File: src/rtl/pixie_pkg.sv
// PIXIE shared definitions: CPU state codes, 1861 display geometry,
// sized compare constants and line-zone decode helpers.
package pixie_pkg;

    // CDP1802 state code as presented on SC1:SC0 at TPB.
    typedef enum logic [1:0] {
        SC_FETCH     = 2'b00,
        SC_EXECUTE   = 2'b01,
        SC_DMA       = 2'b10,
        SC_INTERRUPT = 2'b11
    } sc_t;

    // Display geometry (1861 timing).
    localparam int CYCLES_PER_LINE   = 14;
    localparam int LINES_PER_FRAME   = 262;
    localparam int FIRST_ACTIVE_LINE = 64;
    localparam int ACTIVE_LINES      = 128;
    localparam int BYTES_PER_LINE    = 8;
    localparam int DMA_START_CYCLE   = 2;
    localparam int INT_LEAD_LINES    = 2;
    localparam int EFX_LINES         = 4;

    // Counter and address widths.
    localparam int FB_ADDR_W  = 10;
    localparam int ROW_W      = 7;
    localparam int BYTE_IDX_W = 3;
    localparam int CYCLE_W    = 4;
    localparam int LINE_W     = 9;
    localparam int BYTE_W     = 4;

    // Sized constants so every compare is width-matched.
    localparam logic [CYCLE_W-1:0] LAST_CYCLE      = CYCLE_W'(CYCLES_PER_LINE - 1);
    localparam logic [CYCLE_W-1:0] DMA_FIRST_CYCLE = CYCLE_W'(DMA_START_CYCLE);
    localparam logic [LINE_W-1:0]  LAST_LINE       = LINE_W'(LINES_PER_FRAME - 1);
    localparam logic [LINE_W-1:0]  WINDOW_FIRST    = LINE_W'(FIRST_ACTIVE_LINE);
    localparam logic [LINE_W-1:0]  WINDOW_END      = LINE_W'(FIRST_ACTIVE_LINE + ACTIVE_LINES);
    localparam logic [LINE_W-1:0]  INT_FIRST       = LINE_W'(FIRST_ACTIVE_LINE - INT_LEAD_LINES);
    localparam logic [LINE_W-1:0]  EFX_LEAD_FIRST  = LINE_W'(FIRST_ACTIVE_LINE - EFX_LINES);
    localparam logic [LINE_W-1:0]  EFX_TAIL_FIRST  = LINE_W'(FIRST_ACTIVE_LINE + ACTIVE_LINES - EFX_LINES);
    localparam logic [BYTE_W-1:0]  BYTES_FULL      = BYTE_W'(BYTES_PER_LINE);

    // Line lies inside the display-fetch window.
    function automatic logic in_window(input logic [LINE_W-1:0] line);
        return (line >= WINDOW_FIRST) && (line < WINDOW_END);
    endfunction

    // Line lies in the two-line interrupt lead-in before the window.
    function automatic logic in_int_zone(input logic [LINE_W-1:0] line);
        return (line >= INT_FIRST) && (line < WINDOW_FIRST);
    endfunction

    // Line lies in the four lines before the window or the last four inside it.
    function automatic logic in_efx_zone(input logic [LINE_W-1:0] line);
        return ((line >= EFX_LEAD_FIRST) && (line < WINDOW_FIRST)) ||
               ((line >= EFX_TAIL_FIRST) && (line < WINDOW_END));
    endfunction

    // Frame-buffer address: {row, byte within row}.
    function automatic logic [FB_ADDR_W-1:0] fb_address(input logic [ROW_W-1:0]      row,
                                                        input logic [BYTE_IDX_W-1:0] byte_idx);
        return {row, byte_idx};
    endfunction

endpackage

File: src/rtl/pixie_frame_timer.sv
// PIXIE frame timer: counts CPU machine cycles (TPB pulses) into a cycle
// within the scan line and a line within the frame, and decodes the
// display window and interrupt/EFx zones. Look-ahead (next-state) values
// are exported so the caller can register outputs that track the counters
// with no extra clock of lag.
module pixie_frame_timer
    import pixie_pkg::*;
(
    input  logic              clk,
    input  logic              reset_n,
    input  logic              tpb,
    output logic [LINE_W-1:0] line,
    output logic              window,
    output logic              line_wrap,
    output logic [CYCLE_W-1:0] cycle_next,
    output logic              window_next,
    output logic              int_zone_next,
    output logic              efx
);

    logic [CYCLE_W-1:0] cycle_q;
    logic [LINE_W-1:0]  line_q;
    logic [LINE_W-1:0]  line_next;

    // Next-state counter logic: advance only on tpb, line steps on cycle wrap.
    always_comb begin
        // NOTE: every combinational output gets a default first so no path can
        // leave it unassigned and infer a latch.
        cycle_next = cycle_q;
        line_next  = line_q;
        line_wrap  = tpb && (cycle_q == LAST_CYCLE);
        if (tpb) begin
            if (line_wrap) begin
                cycle_next = '0;
                line_next  = (line_q == LAST_LINE) ? '0 : line_q + 1'b1;
            end else begin
                cycle_next = cycle_q + 1'b1;
            end
        end
    end

    // Counter and EFx registers with synchronous active-low reset.
    always_ff @(posedge clk) begin
        // NOTE: registered state uses non-blocking assignments so every flop
        // samples pre-edge values regardless of process ordering.
        if (!reset_n) begin
            cycle_q <= '0;
            line_q  <= '0;
            efx     <= 1'b0;
        end else begin
            cycle_q <= cycle_next;
            line_q  <= line_next;
            efx     <= in_efx_zone(line_next);
        end
    end

    assign line          = line_q;
    assign window        = in_window(line_q);
    assign window_next   = in_window(line_next);
    assign int_zone_next = in_int_zone(line_next);

endmodule

File: src/rtl/pixie_dma_writer.sv
// PIXIE DMA writer: CPU-side front end of the PIXIE graphics core.
// Generates DMA-out, interrupt and EFx requests for the CDP1802 using the
// 1861 display protocol and writes every serviced DMA-out byte into the
// dual-port frame buffer at {row, byte}.
//
// Build option PIXIE_BLANK_ON_DISABLE_EN: when defined, a disabled display
// still walks the window and writes 8'h00 at each byte slot (no DMA request
// is raised), so the frame buffer reads blank. When undefined, a disabled
// display writes nothing and the frame buffer keeps its stale contents.
module pixie_dma_writer
    import pixie_pkg::*;
(
    input  logic                 clk,
    input  logic                 reset_n,
    input  logic                 tpb,
    input  logic [1:0]           sc,
    input  logic [7:0]           data_in,
    input  logic                 disp_on,
    input  logic                 disp_off,
    output logic                 dma_out_req,
    output logic                 int_req,
    output logic                 efx,
    output logic                 fb_write_en,
    output logic [FB_ADDR_W-1:0] fb_addr,
    output logic [7:0]           fb_data
);

    logic [LINE_W-1:0]  line;
    logic               window;
    logic               line_wrap;
    logic [CYCLE_W-1:0] cycle_next;
    logic               window_next;
    logic               int_zone_next;

    logic               enable_req_q;
    logic               enable_q;
    logic [BYTE_W-1:0]  byte_count_q;

    logic               enable_req_next;
    logic               enable_next;
    logic [BYTE_W-1:0]  byte_next;
    logic               room;
    logic               dma_write;
    logic               blank_write;
    logic               do_write;
    logic [ROW_W-1:0]   row;
    logic               dma_req_next;
    logic               int_req_next;

    pixie_frame_timer u_timer (
        .clk           (clk),
        .reset_n       (reset_n),
        .tpb           (tpb),
        .line          (line),
        .window        (window),
        .line_wrap     (line_wrap),
        .cycle_next    (cycle_next),
        .window_next   (window_next),
        .int_zone_next (int_zone_next),
        .efx           (efx)
    );

    // Enable tracking, write qualification and look-ahead request decode.
    always_comb begin
        // A simultaneous on/off strobe leaves the display disabled.
        enable_req_next = enable_req_q;
        if (disp_off) begin
            enable_req_next = 1'b0;
        end else if (disp_on) begin
            enable_req_next = 1'b1;
        end

        // The effective enable only changes at a line boundary, so a line is
        // either fully fetched or not fetched at all.
        enable_next = line_wrap ? enable_req_q : enable_q;

        room      = byte_count_q < BYTES_FULL;
        dma_write = tpb && (sc_t'(sc) == SC_DMA) && enable_q && window && room;
`ifdef PIXIE_BLANK_ON_DISABLE_EN
        blank_write = tpb && !enable_q && window && room;
`else
        blank_write = 1'b0;
`endif
        do_write = dma_write || blank_write;
        row      = ROW_W'(line - WINDOW_FIRST);

        // Unserviced bytes are dropped at the line boundary, never carried.
        if (line_wrap) begin
            byte_next = '0;
        end else if (do_write) begin
            byte_next = byte_count_q + 1'b1;
        end else begin
            byte_next = byte_count_q;
        end

        dma_req_next = enable_next && window_next &&
                       (cycle_next >= DMA_FIRST_CYCLE) && (byte_next < BYTES_FULL);
        int_req_next = enable_next && int_zone_next;
    end

    // Control state, request outputs and frame-buffer write port.
    always_ff @(posedge clk) begin
        if (!reset_n) begin
            enable_req_q <= 1'b0;
            enable_q     <= 1'b0;
            byte_count_q <= '0;
            dma_out_req  <= 1'b0;
            int_req      <= 1'b0;
            fb_write_en  <= 1'b0;
            fb_addr      <= '0;
            fb_data      <= '0;
        end else begin
            enable_req_q <= enable_req_next;
            enable_q     <= enable_next;
            byte_count_q <= byte_next;
            dma_out_req  <= dma_req_next;
            int_req      <= int_req_next;
            fb_write_en  <= do_write;
            if (do_write) begin
                fb_addr <= fb_address(row, byte_count_q[BYTE_IDX_W-1:0]);
                fb_data <= dma_write ? data_in : 8'h00;
            end
        end
    end

endmodule

File: config.mk
export PLATFORM = sky130hd
export DESIGN_NAME = pixie_dma_writer
export DESIGN_NICKNAME = d
export VERILOG_FILES = /design/src/rtl/pixie_pkg.sv /design/src/rtl/pixie_frame_timer.sv /design/src/rtl/pixie_dma_writer.sv
export SDC_FILE = /design/constraint.sdc
export NUM_CORES = 1
export LEC_CHECK = 0
export BUFFER_PORTS_ARGS = -buffer_cell sky130_fd_sc_hd__buf_2
export CORE_AREA = 2 2 83 85
export DETAILED_ROUTE_END_ITERATION = 7
export DIE_AREA = 0 0 85 87
export PLACE_DENSITY = 0.45
export SETUP_SLACK_MARGIN = 0.15
export SLEW_MARGIN = 10
export SYNTH_ARGS = -nofsm -noshare
export SYNTH_HDL_FRONTEND = slang
export SYNTH_HIERARCHICAL = 1
export SYNTH_SLANG_ARGS = --single-unit
File: constraint.sdc
create_clock -name clk -period 5.1 [get_ports clk]
set_input_delay 0.51 -clock clk [delete_from_list [all_inputs] [get_ports clk]]
set_output_delay 0.51 -clock clk [all_outputs]
set_load 0.005 [all_outputs]
# [After elaboration in Yosys (flattened, before gate mapping)]
# Index checks and enable logic that the tools add are counted.
[word_totals] elab_cells=54 reg_bits=41 input_bits=15
[classes] n_bitwise=1 n_eq_ne=3 n_reduce_logical=16 order_cmp=11 n_mux=8 n_addsub=4
[op_table] operator="two-way mux 9 bit" n=3
[op_table] operator="greater-or-equal comparator 9 x 6 -> 1 bit, second input constant" n=2
[op_table] operator="greater-or-equal comparator 9 x 7 -> 1 bit, second input constant" n=2
[op_table] operator="< comparator 9 x 8 -> 1 bit, second input constant" n=2
[op_table] operator="two-way mux 4 bit" n=4
[op_table] operator="logical AND 1 bit" n=14
[op_table] operator="adder 9 x 1 -> 9 bit, second input constant" n=1
[op_table] operator="== test 9 bit, second input constant" n=1
[op_table] operator="greater-or-equal comparator 9 x 8 -> 1 bit, second input constant" n=1
[op_table] operator="< comparator 9 x 7 -> 1 bit, second input constant" n=1
[op_table] operator="adder 4 x 1 -> 4 bit, second input constant" n=2
[op_table] operator="< comparator 4 bit, second input constant" n=2
[op_table] operator="subtractor 7 bit, second input constant" n=1
[op_table] operator="== test 4 bit, second input constant" n=1
[op_table] operator="greater-or-equal comparator 4 x 2 -> 1 bit, second input constant" n=1
[op_table] operator="== test 2 bit, second input constant" n=1
[op_table] operator="OR reduction 2 bit" n=1
[op_table] operator="logical OR 1 bit" n=1
[op_table] operator="two-way mux 1 bit" n=1
[op_table] operator="NOT 1 bit" n=1

# [Logic depth before layout (Yosys ltp)]
[depth] ltp_word=9 depth_mapped=10

# [By module]
# Netlist, hierarchy kept.
[modules_own_cells] module="pixie_dma_writer" area_each_um2=1061.0 cells_each=118 seq_area_each_um2=540.5 n_inst=1
[modules_own_cells] module="pixie_frame_timer" area_each_um2=839.6 cells_each=93 seq_area_each_um2=280.3 n_inst=1

# [Least setup slack after synthesis]
# Ideal clock, no wire load.
[synth_path] path_type="input-to-reg" startpoint="in tpb" endpoint="reg dma_out_req" path_slack_ns=3.340 path_stages=9 arrival_time_ns=1.643 setup_ns=0.118 n_path_buf=2 path_cell_list="buf_4 > nand4_4 > inv_1 > clkbuf_8 > nand4_1 > xor2_1 > xnor2_1 > nor2_1 > o2111a_1"
[synth_between] elab_chain_len=8
[synth_rtl] item="from (decl)" line="pixie_dma_writer.sv:15" rtl="input logic tpb,"
[synth_rtl] item="logical AND 1 bit *" line="pixie_frame_timer.sv:31" rtl="line_wrap = tpb && (cycle_q == LAST_CYCLE);"
[synth_rtl] item="named net line_wrap" line="pixie_dma_writer.sv:30" rtl="logic line_wrap;"
[synth_rtl] item="two-way mux 9 bit *" line="pixie_frame_timer.sv:33" rtl="if (line_wrap) begin"
[synth_rtl] item="two-way mux 9 bit *" line="pixie_frame_timer.sv:32" rtl="if (tpb) begin"
[synth_rtl] item="greater-or-equal comparator 9 x 7 -> 1 bit or < comparator 9 x 8 -> 1 bit (tied branches)" line="pixie_pkg.sv:44" rtl="return (line >= WINDOW_FIRST) && (line < WINDOW_END);"
[synth_rtl] item="logical AND 1 bit *" line="pixie_pkg.sv:44"
[synth_rtl] item="named net window_next" line="pixie_dma_writer.sv:32" rtl="logic window_next;"
[synth_rtl] item="logical AND 1 bit * (2 in a row)" line="pixie_dma_writer.sv:96" rtl="dma_req_next = enable_next && window_next &&"
[synth_rtl] item="logical AND 1 bit *" line="pixie_dma_writer.sv:97" rtl="(cycle_next >= DMA_FIRST_CYCLE) && (byte_next < BYTES_FULL);"
[synth_rtl] item="to (signal assigned)" line="pixie_dma_writer.sv:116" rtl="dma_out_req <= dma_req_next;"
[synth_rtl] item="to (decl)" line="pixie_dma_writer.sv:20" rtl="output logic dma_out_req,"
# Mark *: on every way through the listed nets, which the timed path passes. The rest lies on a longest branch.
# A chain may end at the register's enable or synchronous reset.

# [Worst setup path in the final report]
[layout_path] startpoint="reg u_timer.cycle_q[0]" endpoint="reg int_req"
[layout_between] elab_chain_len=7
[layout_rtl] item="from (decl)" line="pixie_frame_timer.sv:21" rtl="logic [CYCLE_W-1:0] cycle_q;"
[layout_rtl] item="from (signal assigned)" line="pixie_frame_timer.sv:51" rtl="cycle_q <= cycle_next;"
[layout_rtl] item="== test 4 bit *" line="pixie_frame_timer.sv:31"
[layout_rtl] item="logical AND 1 bit *" line="pixie_frame_timer.sv:31"
[layout_rtl] item="named net line_wrap" line="pixie_dma_writer.sv:30"
[layout_rtl] item="two-way mux 9 bit *" line="pixie_frame_timer.sv:33"
[layout_rtl] item="two-way mux 9 bit *" line="pixie_frame_timer.sv:32"
[layout_rtl] item="greater-or-equal comparator 9 x 6 -> 1 bit or < comparator 9 x 7 -> 1 bit (tied branches)" line="pixie_pkg.sv:49" rtl="return (line >= INT_FIRST) && (line < WINDOW_FIRST);"
[layout_rtl] item="logical AND 1 bit *" line="pixie_pkg.sv:49"
[layout_rtl] item="named net int_zone_next" line="pixie_dma_writer.sv:33" rtl="logic int_zone_next;"
[layout_rtl] item="logical AND 1 bit *" line="pixie_dma_writer.sv:98" rtl="int_req_next = enable_next && int_zone_next;"
[layout_rtl] item="to (signal assigned)" line="pixie_dma_writer.sv:117" rtl="int_req <= int_req_next;"
[layout_rtl] item="to (decl)" line="pixie_dma_writer.sv:21" rtl="output logic int_req,"
# Marked as above.

==> results.md <==
| Step | Metric | This run |
|:---|:---|:---|
| clocking | Clock tree from TritonCTS | yes |
| place | Placed wire-length estimate | 3.20 mm |
| hold path | Worst Hold Path EP | enable_req_q |
| clocking | Bufs on Longest Clock Path | 2 |
| synth | Net count of the mapped netlist | 232 |
| clocking | Quantity of gates resized following cts | 0 |
| routing | Residual DRC count | 0 |
| routing | Vias after detailed routing | 1,579 |
| timing | RSZ-0062 raised after global routing | false |
| grt | First-pass GRT wire length | 7.75 mm |
| grt | Vias in the first global route | 1,502 |
| synth | Proportion of synthesized chip area in sequential cells | 43.2% |
| timing | Number of slew-limit violations in the final report | 0 |
| routing | Aggregate routed wire length | 4.70 mm |
| synth | Post-synth cell types | 46 |
| timing | Final Worst Setup Slack | 2.89 ns |
| clocking | Clock latency on the worst-skew pair | 0.29 ns |
| timing | Final worst hold slack | 0.368 ns |
| clocking | Clock Root Buffer | sky130_fd_sc_hd__clkbuf_8 |
| run status | Run status | complete, no violations |
| timing | Max_slew headroom | 45.5% |
| finish | NumNets Final | 263 |
| synth | Share of flip-flops with an asynchronous set or reset after synthesis | 0% |
| clocking | Hold buffer count at CTS | 0 |
| clocking | Total CTS buffers | 5 |
| grt | Gr ovfl total | 0 |
| setup path | Capture point of the worst reg-to-reg path | int_req |
| synth | Yosys warning total | 6 |
| grt | GR Util All Layers | 13.2% |
| place | Placed Instances | 315 |
| timing | Count of endpoints failing hold in the final timing report | 0 |
| routing | DRC violation total after the first TritonRoute iteration | 106 |
| place | Pre-CTS setup slack | 2.74 ns |
| synth | Primary FF master, synth | sky130_fd_sc_hd__dfxtp_1 |
| place | IO buf count | 36 |
| clocking | Number of buffers inserted to repair setup after CTS | 0 |
| finish | Synth-to-layout area growth | 16.7% |
| clocking | Number of clock sinks seen by CTS | 41 |
| setup path | Maximum net fanout on the critical path | 17 |
| place | Routability-driven placement congestion ratio | 0.751 |
| hold path | Hold Path Depth | 2 |
| power | Comb pwr share | 3.6% |
| floorplan | Die Footprint | 7400 sq um |
| finish | Most common library cell in the layout ignoring fill and taps | sky130_fd_sc_hd__dfxtp_1 |
| power | Int Power | 453 uW |
| flow run | Number of max-cap violations | 0 |
| floorplan | Initial cell density of the core | 28.9% |
| synth | Cells taking the most area after synthesis | sky130_fd_sc_hd__dfxtp_1 43%, sky130_fd_sc_hd__a21oi_1 6.6%, sky130_fd_sc_hd__o21ai_0 5.5%, sky130_fd_sc_hd__nand3_1 5.3%, sky130_fd_sc_hd__ha_1 3.9% |
| synth | Average cell area after synthesis | 9.01 sq um |
| floorplan | Horizontal extent of the die | 85 microns |
| setup path | Endpoint type of the worst setup path | flop |
| synth | Post-Synthesis Cell Area | 1900 sq um |
| synth | Cell type contributing the most total cell area after synthesis | sky130_fd_sc_hd__dfxtp_1 |
| routing | Average detailed-routed wire length per instance | 14.6 microns |
| floorplan | Vertical extent of the die | 87 microns |
| finish | Most frequent cells in the layout | 41 x sky130_fd_sc_hd__dfxtp_1, 36 x sky130_fd_sc_hd__buf_2, 25 x sky130_fd_sc_hd__a21oi_1, 21 x sky130_fd_sc_hd__o21ai_0, 20 x sky130_fd_sc_hd__nand3_1 |
| timing | Highest clock rate | 453 MHz |
| grt | Initial antenna violation count | 0 |
| clocking | H-Tree Depth | 2 |
| routing | Final antenna-violating net count | 0 |
| setup path | Worst flop-to-flop path startpoint | u_timer/cycle_q[0] |
| synth | Number of flops mapped to enable cells by yosys | 0 |
| hold path | Startpoint of the tightest hold check path | disp_off |
| setup path | Setup slack, reg-to-reg | 2.89 ns |
| finish | Share of cells above drive strength 1 | 23.5% |
| floorplan | Number of standard-cell rows in the floorplan | 30 |
| clocking | CTS clk-pin slew, worst paths | 0.08 ns |
| power | Clock network fraction of design power | 40.3% |
| routing | First-pass detailed-route iteration total | 4 |
| timing | Final worst-path cycle share | 43.3% |
| timing | Final setup violation count | 0 |
| hold path | Type of the most critical hold path | in2reg |
| setup path | Cells on worst reg2reg path | 8 |
| power | Switching power as a share of total power | 21.6% |
| finish | Number of filler instances in the final layout | 700 |
| power | Largest voltage drop on the vdd net | 0.0851 mV |
| finish | Non-Filler Instances | 323 |
| synth | Seq cells post-synth | 41 |
| floorplan | Number of I/O pins | 37 |
| synth | Proportion of netlist area held by the largest area contributor | 43.2% |
| finish | Antenna Diode Count | 0 |
| floorplan | Core area | 6570 sq um |
| finish | Area of the multi-input gates | 988 sq um |
| grt | Largest net degree at the start of global routing | 24 |
| power | Total net switching power | 125 uW |
| setup path | Kind of critical path | reg2reg |
| power | Total power per unit cell area | 260 nW/um^2 |
| power | Fraction of power consumed by sequential logic | 56.0% |
| timing | Clock period minus worst slack | 2.21 ns |
| timing | Worst setup skew after layout | 0.00634 ns |
| synth | Cell count after synthesis | 211 |
| setup path | Critical path launch point type | flop |
| timing | Post-route setup TNS | 0 ns |
| finish | Total area of sequential cells | 821 sq um |
| power | Static power due to leakage | 0.000892 uW |
| routing | Detail-routed via count per cell | 4.89 |
| setup path | Arrival time at the worst endpoint | 2.45 ns |
| timing | Transition time at the pin with the least slew margin | 0.818 ns |
| setup path | Required time at the worst-slack endpoint | 5.34 ns |
## kinds of logic (layout without fill, tap and decap cells)
kind of cell	after synthesis	in the layout	synth area share, %
xor gates and xnor gates	7	7	3.23
AOI/OAI and AO/OA	58	58	18.2
and+or+nand+nor	78	78	25.5
muxes	2	2	1.12
DFF	41	41	43.2
adders and majority gates	6	6	3.95
buffers and inverters	19	51	4.81
## routing by layer
metal  GRT usage [%]  up-vias  wire, microns
met5               0        -              0
met4            4.47        0             29
met3            3.13        4            196
met2            20.1       32           2200
met1            18.4      726           2270
li1                -      817              -
## registers in the layout, indices dropped and copies added, names as in the netlist, 4 cells and up
| signal | count |
|---|---|
| fb_addr | 10 |
| u_timer/line | 9 |
| byte_count_q | 4 |
| fb_data | 8 |
| u_timer/cycle_q | 4 |
## per-stage QoR
stage               utilization [%]  instance area [sq um]  total power [uW]
finish                         33.8                   2220               578
global route                   33.8                   2220               601
CTS                            33.8                   2220               587
detailed placement             32.2                   2120               353
global placement               32.2                   2120               353
floorplan                         -                   1900               343
## worst max-delay path, cell delays in order (launching register included)
cell,delay (ns)
sky130_fd_sc_hd__dfxtp_1,0.41
sky130_fd_sc_hd__ha_1,0.23
sky130_fd_sc_hd__nand4_4,0.11
sky130_fd_sc_hd__inv_1,0.44
sky130_fd_sc_hd__nand2_1,0.14
sky130_fd_sc_hd__xnor2_1,0.25
sky130_fd_sc_hd__nand3_1,0.14
sky130_fd_sc_hd__a2111oi_2,0.28
sky130_fd_sc_hd__and2_1,0.16
## power groups by stage
stage / clock (uW) / combinational [uW] / sequential [uW]
2_1_floorplan: 0 / 12.2 / 331
3_3_place_gp: 0 / 21.7 / 331
3_5_place_dp: 0 / 21.3 / 331
4_1_cts: 242 / 21.6 / 324
5_1_grt: 253 / 23.7 / 324
6_report: 233 / 21.0 / 324
## cell type report
| type | instances | area share [%] |
|---|---|---|
| multi-input combinational | 151 | 44.6 |
| sequential | 41 | 37.0 |
| timing repair buffer | 36 | 8.13 |
| tap | 80 | 4.51 |
| clock buffer | 7 | 4.35 |
| inverter | 7 | 1.19 |
| clock inverter | 1 | 0.226 |
## worst max path at each step
stage	startpoint	end	slack [ns]	cells past startpoint
after global routing	u_timer/cycle_q[0]	int_req	2.64	8
after global placement	tpb	int_req	2.83	8
after CTS	u_timer/cycle_q[0]	int_req	2.90	8
after floorplan	tpb	dma_out_req	3.34	9
final	u_timer/cycle_q[0]	int_req	2.89	8
after detailed placement	tpb	int_req	2.74	8
## synth_stat cells, types with 4 or more instances
master	n
sky130_fd_sc_hd__nand3_1	20
sky130_fd_sc_hd__dfxtp_1	41
sky130_fd_sc_hd__nand4_1	4
sky130_fd_sc_hd__clkbuf_1	7
sky130_fd_sc_hd__o21ai_0	21
sky130_fd_sc_hd__xor2_1	4
sky130_fd_sc_hd__nor3_1	4
sky130_fd_sc_hd__inv_1	7
sky130_fd_sc_hd__nor2_1	16
sky130_fd_sc_hd__nand2_1	7
sky130_fd_sc_hd__and2_1	6
sky130_fd_sc_hd__ha_1	6
sky130_fd_sc_hd__a21oi_1	25
(Power assumes the default switching activity.)
